<file path="src/rtl/param_shift_reg_if.sv">
// Bundles the control, data and status signals of param_shift_reg.
// The master side drives load/shift/run requests, the slave side is the register itself.
interface param_shift_reg_if #(
  parameter int WIDTH = 8,
  parameter int CNT_W = 4
);

  logic             ld;
  logic [WIDTH-1:0] din;
  logic             en;
  logic [1:0]       mode;
  logic             sin;
  logic             start;
  logic [CNT_W-1:0] cnt;
  logic [WIDTH-1:0] q;
  logic             sd;
  logic             busy;
  logic             done;

  modport master (
    output ld, din, en, mode, sin, start, cnt,
    input  q, sd, busy, done
  );

  modport slave (
    input  ld, din, en, mode, sin, start, cnt,
    output q, sd, busy, done
  );

endinterface

</file>
<file path="src/rtl/param_shift_reg.sv">
// Parametrised shift register for the Booth multiplier datapath and later serial units.
// Offers parallel load, single-step shift and an autonomous N-step run with a
// start/busy/done handshake. Shift modes: 00 arithmetic right, 01 logical right
// with serial fill, 10 left with serial fill, 11 rotate right.
// Optional feature macro: PSR_ROTATE_EN. When it is undefined, mode 11 behaves
// exactly like mode 00 (arithmetic right), for both the shift and sd.
// WIDTH must be at least 2 and 2**CNT_W must exceed WIDTH.
module param_shift_reg #(
  parameter int WIDTH = 8,
  parameter int CNT_W = 4
) (
  input logic              clk,
  input logic              reset,
  param_shift_reg_if.slave bus
);

  typedef enum logic {
    IDLE,
    RUN
  } state_t;

  state_t           state;
  logic [WIDTH-1:0] shreg;
  logic [CNT_W-1:0] remaining;
  logic [1:0]       latched_mode;
  logic             done_r;
  logic [1:0]       eff_mode;

  // One shift step of value v in mode m, with s as the serial fill bit.
  function automatic logic [WIDTH-1:0] shift_once(
    input logic [1:0]       m,
    input logic [WIDTH-1:0] v,
    input logic             s
  );
    logic [WIDTH-1:0] r;
    r = v;
    case (m)
      2'b01:   r = {s, v[WIDTH-1:1]};
      2'b10:   r = {v[WIDTH-2:0], s};
`ifdef PSR_ROTATE_EN
      2'b11:   r = {v[0], v[WIDTH-1:1]};
`endif
      default: r = {v[WIDTH-1], v[WIDTH-1:1]};
    endcase
    return r;
  endfunction

  // A run owns the mode it latched at start; otherwise the live mode is in effect.
  always_comb begin
    eff_mode = bus.mode;
    if (state == RUN) begin
      eff_mode = latched_mode;
    end
  end

  // Main register and run controller: reset > ld > active run > start > en > hold.
  always_ff @(posedge clk) begin
    if (reset) begin
      state        <= IDLE;
      shreg        <= '0;
      remaining    <= '0;
      latched_mode <= 2'b00;
      done_r       <= 1'b0;
    end else begin
      done_r <= 1'b0;
      if (bus.ld) begin
        shreg     <= bus.din;
        state     <= IDLE;
        remaining <= '0;
      end else if (state == RUN) begin
        shreg     <= shift_once(latched_mode, shreg, bus.sin);
        remaining <= remaining - CNT_W'(1);
        if (remaining == CNT_W'(1)) begin
          state  <= IDLE;
          done_r <= 1'b1;
        end
      end else if (bus.start) begin
        latched_mode <= bus.mode;
        if (bus.cnt == '0) begin
          done_r <= 1'b1;
        end else begin
          state     <= RUN;
          remaining <= bus.cnt;
        end
      end else if (bus.en) begin
        shreg <= shift_once(bus.mode, shreg, bus.sin);
      end
    end
  end

  assign bus.q    = shreg;
  assign bus.busy = (state == RUN);
  assign bus.done = done_r;
  assign bus.sd   = (eff_mode == 2'b10) ? shreg[WIDTH-1] : shreg[0];

endmodule

</file>
<file path="src/flat_wrapper.sv">
// flat-port wrapper written by rule: the top's interface ports become plain ports
module param_shift_reg_flat 
#(
  parameter int WIDTH = 8,
  parameter int CNT_W = 4
)
  (clk, reset, bus_ld, bus_din, bus_en, bus_mode, bus_sin, bus_start, bus_cnt, bus_q, bus_sd, bus_busy, bus_done);
  param_shift_reg_if #(.WIDTH(WIDTH), .CNT_W(CNT_W)) bus_i ();
  input logic clk;
  input logic reset;
  input wire logic [$bits(bus_i.ld)-1:0] bus_ld;
  input wire logic [$bits(bus_i.din)-1:0] bus_din;
  input wire logic [$bits(bus_i.en)-1:0] bus_en;
  input wire logic [$bits(bus_i.mode)-1:0] bus_mode;
  input wire logic [$bits(bus_i.sin)-1:0] bus_sin;
  input wire logic [$bits(bus_i.start)-1:0] bus_start;
  input wire logic [$bits(bus_i.cnt)-1:0] bus_cnt;
  output wire logic [$bits(bus_i.q)-1:0] bus_q;
  output wire logic [$bits(bus_i.sd)-1:0] bus_sd;
  output wire logic [$bits(bus_i.busy)-1:0] bus_busy;
  output wire logic [$bits(bus_i.done)-1:0] bus_done;
  assign bus_i.ld = bus_ld;
  assign bus_i.din = bus_din;
  assign bus_i.en = bus_en;
  assign bus_i.mode = bus_mode;
  assign bus_i.sin = bus_sin;
  assign bus_i.start = bus_start;
  assign bus_i.cnt = bus_cnt;
  assign bus_q = bus_i.q;
  assign bus_sd = bus_i.sd;
  assign bus_busy = bus_i.busy;
  assign bus_done = bus_i.done;
  param_shift_reg #(.WIDTH(WIDTH), .CNT_W(CNT_W)) u_core (.clk(clk), .reset(reset), .bus(bus_i));
endmodule
</file>
<file path="config.mk">
export PLATFORM = sky130hd
export DESIGN_NAME = param_shift_reg_flat
export DESIGN_NICKNAME = d
export VERILOG_FILES = /design/src/rtl/param_shift_reg_if.sv /design/src/rtl/param_shift_reg.sv /design/src/flat_wrapper.sv
export SDC_FILE = /design/constraint.sdc
export NUM_CORES = 1
export LEC_CHECK = 0
export ABC_AREA = 1
export CORE_MARGIN = 2
export CORE_UTILIZATION = 40
export CTS_CLUSTER_DIAMETER = 40
export CTS_CLUSTER_SIZE = 20
export DETAILED_ROUTE_END_ITERATION = 6
export PLACE_DENSITY = 0.65
export SLEW_MARGIN = 5
export SYNTH_ARGS = -nofsm -noshare
export SYNTH_HDL_FRONTEND = slang
export SYNTH_SLANG_ARGS = --single-unit
</file>
<file path="constraint.sdc">
create_clock -name clk -period 2.63 [get_ports clk]
set_input_delay 0.526 -clock clk [delete_from_list [all_inputs] [get_ports clk]]
set_output_delay 0.526 -clock clk [all_outputs]
set_load 0.02 [all_outputs]
</file>
**After elaboration in Yosys (flattened, before gate mapping)**

Index checks and enable logic that the tools add are counted.

- Reductions and logical operators: 9
- Muxes and demuxes: 19
- Equal/unequal tests: 9
- $add $sub $neg: 1
- Bitwise gates (word level): 2

Operators by type and width:

| cell | count |
|---|---|
| 2-to-1 mux 8 bit | 4 |
| case mux 8 bit (2 select lines) | 2 |
| 2-to-1 mux 4 bit | 3 |
| 2-to-1 mux 1 bit | 9 |
| equality test 2 bit, second input constant | 3 |
| equality test 2 x 1 -> 1 bit, second input constant | 2 |
| equality test 4 x 1 -> 1 bit, second input constant | 1 |
| zero test 4 bit | 1 |
| != test 4 bit, second input constant | 1 |
| AND reduction 2 bit | 2 |
| AND reduction 4 bit | 1 |
| nonzero test 4 bit | 1 |
| subtractor 4 x 1 -> 4 bit, second input constant | 1 |
| != test 3 x 2 -> 1 bit, second input constant | 1 |
| AND reduction 3 bit | 1 |
| nonzero test 3 bit | 1 |
| 2-to-1 mux 2 bit | 1 |
| != test 2 x 1 -> 1 bit, second input constant | 1 |
| inverter 1 bit | 2 |
| nonzero test 2 bit | 1 |
| OR reduction 2 bit | 1 |

- Output and inout bits: 11
- Word-level logic and storage cells: 46
- Bits in registers: 16
- Input bits: 20

**Depth between registers and ports, before layout**

Gate-level depths: netlist of the first run.

- Depth in word-level cells: 6
- Depth in mapped cells: 10
- Gate-level depth less buffers: 10

**Worst setup path before layout of the first run**

OpenSTA, ideal clock, no wires.

- Path kind: flip-flop to output port
- Start point: reg u_core.state (netlist: u_core.bus.busy)
- End point: out bus_sd
- Data arrival time: 1228 ps
- Buffers on the path: 1
- Required time: 2104 ps
- Path slack: 876 ps
- Cell stages (with the launch flop): 4
- Path through: dfxtp_1 -> buf_4 -> o31ai_1 -> o21ai_0

- Word-level cells in the longest chain between the ends: 3

RTL lines:

| element | line | RTL |
|---|---|---|
| start, declared | param_shift_reg.sv:22 | `state_t state;` |
| start signal, assigned | param_shift_reg.sv:59 | `state <= IDLE;` |
| start signal, assigned | param_shift_reg.sv:68 | `state <= IDLE;` |
| start signal, assigned | param_shift_reg.sv:74 | `state <= IDLE;` |
| 2-to-1 mux 2 bit | param_shift_reg.sv:51 | `if (state == RUN) begin` |
| equality test 2 bit | param_shift_reg.sv:94 | `assign bus.sd = (eff_mode == 2'b10) ? shreg[WIDTH-1] : shreg[0];` |
| 2-to-1 mux 1 bit | param_shift_reg.sv:94 |  |
| end, declared | flat_wrapper.sv:19 | `output wire logic [$bits(bus_i.sd)-1:0] bus_sd;` |

Every way passes these cells.

**Final worst setup path of the first run**

- Start point: in bus_mode[1]
- End point: out bus_sd

- Word-level cells in the longest chain between the ends: 3

RTL lines:

| element | line | RTL |
|---|---|---|
| start, declared | flat_wrapper.sv:14 | `input wire logic [$bits(bus_i.mode)-1:0] bus_mode;` |
| 2-to-1 mux 2 bit | param_shift_reg.sv:51 |  |
| equality test 2 bit | param_shift_reg.sv:94 |  |
| 2-to-1 mux 1 bit | param_shift_reg.sv:94 |  |

Every way passes these cells.

==> metrics.yaml, run 1 <==
outcome:
  status: "finished clean"
synthesis:
  synth.avg_cell_area_um2: 5.96
  synth_nets: 233
  ys_seq_elements: 16
  synth_cell_types: 24
  postSynthCellCount: 207
  netlist_area_um2: 1230
  yosysSeqAreaShare: 0.260
  ys.warnings.count: 0
route:
  vias: 1352
  routedWlPerCell_um: 11.4
  dr.pass1.iters: 4
  wirelength_um: 3140
  via_per_inst: 4.92
  drtIter0Drc: 63
  drc_errors: 0
  ant_nets: 0
clock_network:
  cts_tree: "yes"
  htree_levels: 1
  root_buffer: "clkbuf_4"
  cts_buffers: 3
  cts_setup_buffers: 0
  clkLatencyLatePin_ps: 310
  max-clock-path-buffers: 2
  clkSinkCount: 16
  clk_pin_slew_ps: 90
timing:
  setup_viol: 0
  finalHoldViolCount: 0
  fin_crit_ps: 2380
  fin_setup_tns_ps: 0
  hold_ws_ps: 495
  rsz0062_at_grt: "no"
  slew_headroom: 0.695
  tightestPinTransition_ps: 456
  fin_skew_ps: 19.5
  fmax_mhz: 421
  period_share: 0.904
  timing.final.max_slew_violations: 0
power:
  p_total_uw: 634
  peakVddDrop_uv: 229
  p_leak_nw: 0.778
  power_density_nw_per_um2: 394
worst_setup_path:
  worst_path_max_delay_cell: "clkdlybuf4s50_1"
  path_class: "in2out"
  cp_cell_sequence: "clkdlybuf4s50_1 > inv_1 > o31ai_1 > nand2_1 > o21ai_0 > dlygate4sd2_1"
  critPathCaptureType: "primary output"
  crit_path_start: "bus_mode[1]"
  crit_arrival_ps: 1850
  r2r-start: "u_core.latched_mode[0]"
  critPathLaunchType: "input pin"
  slowest_delay_ps: 470
  critPathRequiredTime_ps: 2100
  crit_fanout: 2
floorplan:
  io_pins: 31
  core.rowCount: 20
  die_y_um: 59.5
  die-width_um: 59.5
  start_util: 0.411
  die_area_um2: 3540
  fp.coreArea_um2: 3000
placed_design:
  gp_congestion: 0.840
  port_buffers: 30
  hpwl_um: 2350
finish:
  diodes: 0
  syn_to_final_growth_pct: 30.5
  drive_gt1_frac: 0.0744
  final_cell_mix: "nand2_1 (60), inv_1 (41), clkdlybuf4s50_1 (29), o21ai_0 (23), dfxtp_1 (16)"
  layout_commonest_cell: "nand2_1"
  nNetsFinal: 270
global_route:
  grt_first_pass_wirelength_um: 5510
  grt_pass1_vias: 1262
  grt_max_degree: 11
  gr-total-overflow: 0
  antenna_found_initial: 0
  grt_use_total: 0.201
min_path:
  min_from: "u_core.remaining[1]"
  min-delay-path-class: "reg2reg"
run:
  max_cap_viol_count: 0
-- cell families after synthesis --
| logic type | after synthesis | synth area share |
|---|---|---|
| simple gates | 96 | 0.346 |
| buf+inv | 46 | 0.150 |
| compound gates | 43 | 0.184 |
| flops | 16 | 0.260 |
| fa+ha+maj | 6 | 0.0609 |
-- registers in the layout (all words and copies together), names as in the netlist --
signal	cells
u_core.bus.done	1
u_core.bus.q	8
u_core.remaining	4
u_core.bus.busy	1
u_core.latched_mode	2
-- area by class of cell --
type	instances	area, um2
well taps	33	41.3
clock buffers	3	22.5
multi-input cells	145	728
inverters	43	161
repair buffers	35	337
flip-flops and latches	16	320
fillers	324	1390
-- repair_timing --
item / CTS / global route
hold buffers: 0 / 0
resized for setup: 1 / 0
setup endpoints to repair: 1 / 0
-- worst max-delay path: cells and delay by family --
family	cells	cell delay, ps
AND/OR/NAND/NOR	1	70
AO/OA/AOI/OAI	2	370
buffers and inverters	3	880
-- report_power, final --
part           switching, mW  leakage (nW)  internal, mW  total [mW]
clock                 0.0870        0.0138        0.0535       0.140
sequential            0.0182         0.132         0.259       0.277
combinational          0.119         0.633        0.0977       0.217
-- per-stage QoR --
stage	cells	instance area (um2)	worst slack (ps)	util
floorplan	207	1230	876	-
global placement	272	1590	-23.3	0.529
detailed placement	272	1590	-30.0	0.529
CTS	275	1610	246	0.536
global route	275	1610	118	0.536
finish	275	1610	252	0.536
-- Yosys cell counts (all sizes together) --
| library cell | count | share of area |
|---|---|---|
| nand2 | 62 | 0.20 |
| inv | 43 | 0.13 |
| o21ai | 24 | 0.097 |
| dfxtp | 16 | 0.26 |
| nand3 | 16 | 0.069 |
| a21oi | 15 | 0.064 |
| nor2 | 14 | 0.062 |
| ha | 6 | 0.061 |
| buf | 2 | 0.015 |
| nor3 | 2 | 0.0081 |
| o22ai | 2 | 0.010 |
| or2 | 2 | 0.010 |
| a22oi | 1 | 0.0061 |
| clkbuf | 1 | 0.0041 |
| o31ai | 1 | 0.0061 |
-- worst paths after layout --
check | depth (start not counted) | end | slack (ps)
worst min register to register | 2 | u_core.remaining[1] | 500
worst min-delay path | 2 | u_core.remaining[1] | 500
worst max register to register | 10 | u_core.bus.q[0] | 1120
worst max-delay path | 6 | bus_sd | 250
-- routing by layer --
| metal | GRT usage | vias to the layer above | share of wire | wire, um |
|---|---|---|---|---|
| met5 | 0 | - | 0 | 0 |
| met4 | 0.0476 | 0 | 0.013 | 40 |
| met3 | 0.0459 | 6 | 0.045 | 140 |
| met2 | 0.320 | 25 | 0.44 | 1390 |
| met1 | 0.275 | 603 | 0.50 | 1580 |
| li1 | - | 718 | - | - |
Power figures use the tool's default switching activity.
==> run 2, diff against run 1 <==
--- a/config.mk
+++ b/config.mk
@@ -12,6 +12,7 @@
 export CTS_CLUSTER_SIZE = 20
 export DETAILED_ROUTE_END_ITERATION = 6
 export PLACE_DENSITY = 0.65
+export SETUP_SLACK_MARGIN = 0.3
 export SLEW_MARGIN = 5
 export SYNTH_ARGS = -nofsm -noshare
 export SYNTH_HDL_FRONTEND = slang
==> run 2 against run 1 <==
Critical path depth is the same. Worst hold slack is essentially flat. Highest routed layer unchanged. Utilization is essentially flat. Clock power is essentially flat. Count of clock-buffer cells in the layout is the same. Non-clock buffer count is the same. Die area is the same. First-iteration DRC count shrank 9.5%. Cell area is essentially flat. Sequential power is essentially flat.
==> metrics.yaml, run 2 (synthesized netlist as in run 1, its figures left out) <==
outcome:
  status: "finished clean"  # unchanged
power:
  peakVddDrop_uv: 229  # about the same
  power_density_nw_per_um2: 394  # about the same
  p_total_uw: 635  # was 634 uW
  p_leak_nw: 0.779  # was 0.778 nW
finish:
  drive_gt1_frac: 0.0826  # was 0.0744
  final_cell_mix: "nand2_1 (60), inv_1 (41), clkdlybuf4s50_1 (29), o21ai_0 (23), dfxtp_1 (16)"  # unchanged
  largest_reg_flops: 8  # unchanged
  syn_to_final_growth_pct: 30.6  # was 30.5%
  diodes: 0  # unchanged
  layout_commonest_cell: "nand2_1"  # unchanged
  stdcell_area_um2: 1610  # about the same
  nNetsFinal: 270  # unchanged
  final_cells: 275  # unchanged
floorplan:
  core.rowCount: 20  # unchanged
  die_y_um: 59.5  # unchanged
  die-width_um: 59.5  # unchanged
  die_area_um2: 3540  # unchanged
  fp.coreArea_um2: 3000  # unchanged
  start_util: 0.411  # unchanged
  io_pins: 31  # unchanged
clock_network:
  max-clock-path-buffers: 2  # unchanged
  root_buffer: "clkbuf_4"  # unchanged
  cts_tree: "yes"  # unchanged
  cts.hold.buffers_added: 0  # unchanged
  clk_pin_slew_ps: 90  # about the same
  htree_levels: 1  # unchanged
  cts_buffers: 3  # unchanged
  clkLatencyLatePin_ps: 310  # about the same
  clkSinkCount: 16  # unchanged
  cts_setup_buffers: 0  # unchanged
worst_setup_path:
  slowest_delay_ps: 470  # about the same
  worst_path_max_delay_cell: "clkdlybuf4s50_1"  # unchanged
  r2r_end: "u_core.bus.q[0]"  # unchanged
  crit_arrival_ps: 1620  # was 1850 ps
  r2r_cells: 10  # unchanged
  reg2reg_setup_slack_ps: 1120  # about the same
  critPathCaptureType: "primary output"  # unchanged
  crit_fanout: 2  # unchanged
  cp_cell_sequence: "clkdlybuf4s50_1 > inv_1 > o31ai_2 > nand2_1 > o21ai_0 > buf_2"  # was clkdlybuf4s50_1 > inv_1 > o31ai_1 > nand2_1 > o21ai_0 > dlygate4sd2_1
  critPathLaunchType: "input pin"  # unchanged
  path_class: "in2out"  # unchanged
  r2r-start: "u_core.latched_mode[0]"  # unchanged
  critPathRequiredTime_ps: 2100  # about the same
global_route:
  grt_first_pass_wirelength_um: 5510  # unchanged
  grt_max_degree: 11  # unchanged
  gr-total-overflow: 0  # unchanged
  grt_pass1_vias: 1262  # unchanged
  grt_use_total: 0.201  # unchanged
  antenna_found_initial: 0  # unchanged
timing:
  rsz0062_at_grt: "no"  # unchanged
  fin_crit_ps: 2140  # was 2380 ps
  hold_ws_ps: 495  # about the same
  fmax_mhz: 466  # was 421 MHz
  tightestPinTransition_ps: 456  # unchanged
  setup_viol: 0  # unchanged
  timing.final.max_slew_violations: 0  # unchanged
  fin_skew_ps: 20.0  # was 19.5 ps
  finalHoldViolCount: 0  # unchanged
  slew_headroom: 0.695  # unchanged
  period_share: 0.815  # was 0.904
route:
  drc_errors: 0  # unchanged
  dr.pass1.iters: 4  # unchanged
  routedWlPerCell_um: 11.4  # about the same
  vias: 1353  # was 1352
  ant_nets: 0  # unchanged
  drtIter0Drc: 57  # was 63
  wirelength_um: 3140  # about the same
  via_per_inst: 4.92  # about the same
run:
  max_cap_viol_count: 0  # unchanged
placed_design:
  hpwl_um: 2350  # unchanged
  place_area_um2: 1590  # unchanged
  gp_congestion: 0.840  # unchanged
  dp_cells: 272  # unchanged
  port_buffers: 30  # unchanged
min_path:
  min-delay-path-class: "reg2reg"  # unchanged
  min_from: "u_core.remaining[1]"  # unchanged
  hold-path-cell-count: 2  # unchanged
  whs_endpoint: "u_core.remaining[1]"  # unchanged
-- run 2: how the worst max path moves through the flow --
stage | slack [ps] | start | endpoint | depth (start not counted)
after floorplan | 880 | u_core.bus.busy | bus_sd | 3
after global placement | -20 | bus_mode[1] | bus_sd | 6
after detailed placement | -30 | bus_mode[1] | bus_sd | 6
after CTS | 310 | bus_mode[1] | bus_sd | 6
after global routing | 370 | bus_mode[1] | bus_sd | 6
final | 490 | bus_mode[1] | bus_sd | 6
-- run 2: stage by stage --
| stage | setup slack (ps) | utilization | setup TNS (ps) |
|---|---|---|---|
| 6_report | 486 | 0.537 | 0 |
| 3_3_place_gp | -23.3 | 0.529 | -23.3 |
| 5_1_grt | 373 | 0.537 | 0 |
| 4_1_cts | 308 | 0.537 | 0 |
| 3_5_place_dp | -30.0 | 0.529 | -30.0 |
| 2_1_floorplan | 876 | - | 0 |
-- run 2: final cells by class --
cell class | instances | area, um2
Clock buffer | 3 | 22.5
Tap cell | 33 | 41.3
Timing Repair Buffer | 35 | 333
Fill cell | 324 | 1390
Sequential cell | 16 | 320
Multi-Input combinational cell | 145 | 733
Inverter | 43 | 161
-- run 2: worst max-delay path: cells and delay by family --
kind	cells	cell delay, ps
buffers and inverters	3	720
AOI/OAI and AO/OA	2	300
and+or+nand+nor	1	70
-- run 2: repair_timing --
item                       CTS  global route
setup endpoints to repair    1             1
resized for setup            4             2
cloned                       0             0
-- run 2: power by group --
part           switching (mW)  internal (mW)
combinational           0.119         0.0977
clock                  0.0873         0.0535
sequential             0.0182          0.259
-- run 2: layer usage --
layer / part of all wire / GRT usage / vias up / routed length [um]
met3: 0.046 / 0.0459 / 6 / 143
met1: 0.50 / 0.275 / 602 / 1570
met4: 0.013 / 0.0476 / 0 / 40
met5: 0 / 0 / - / 0
met2: 0.44 / 0.320 / 27 / 1390
li1: - / - / 718 / -
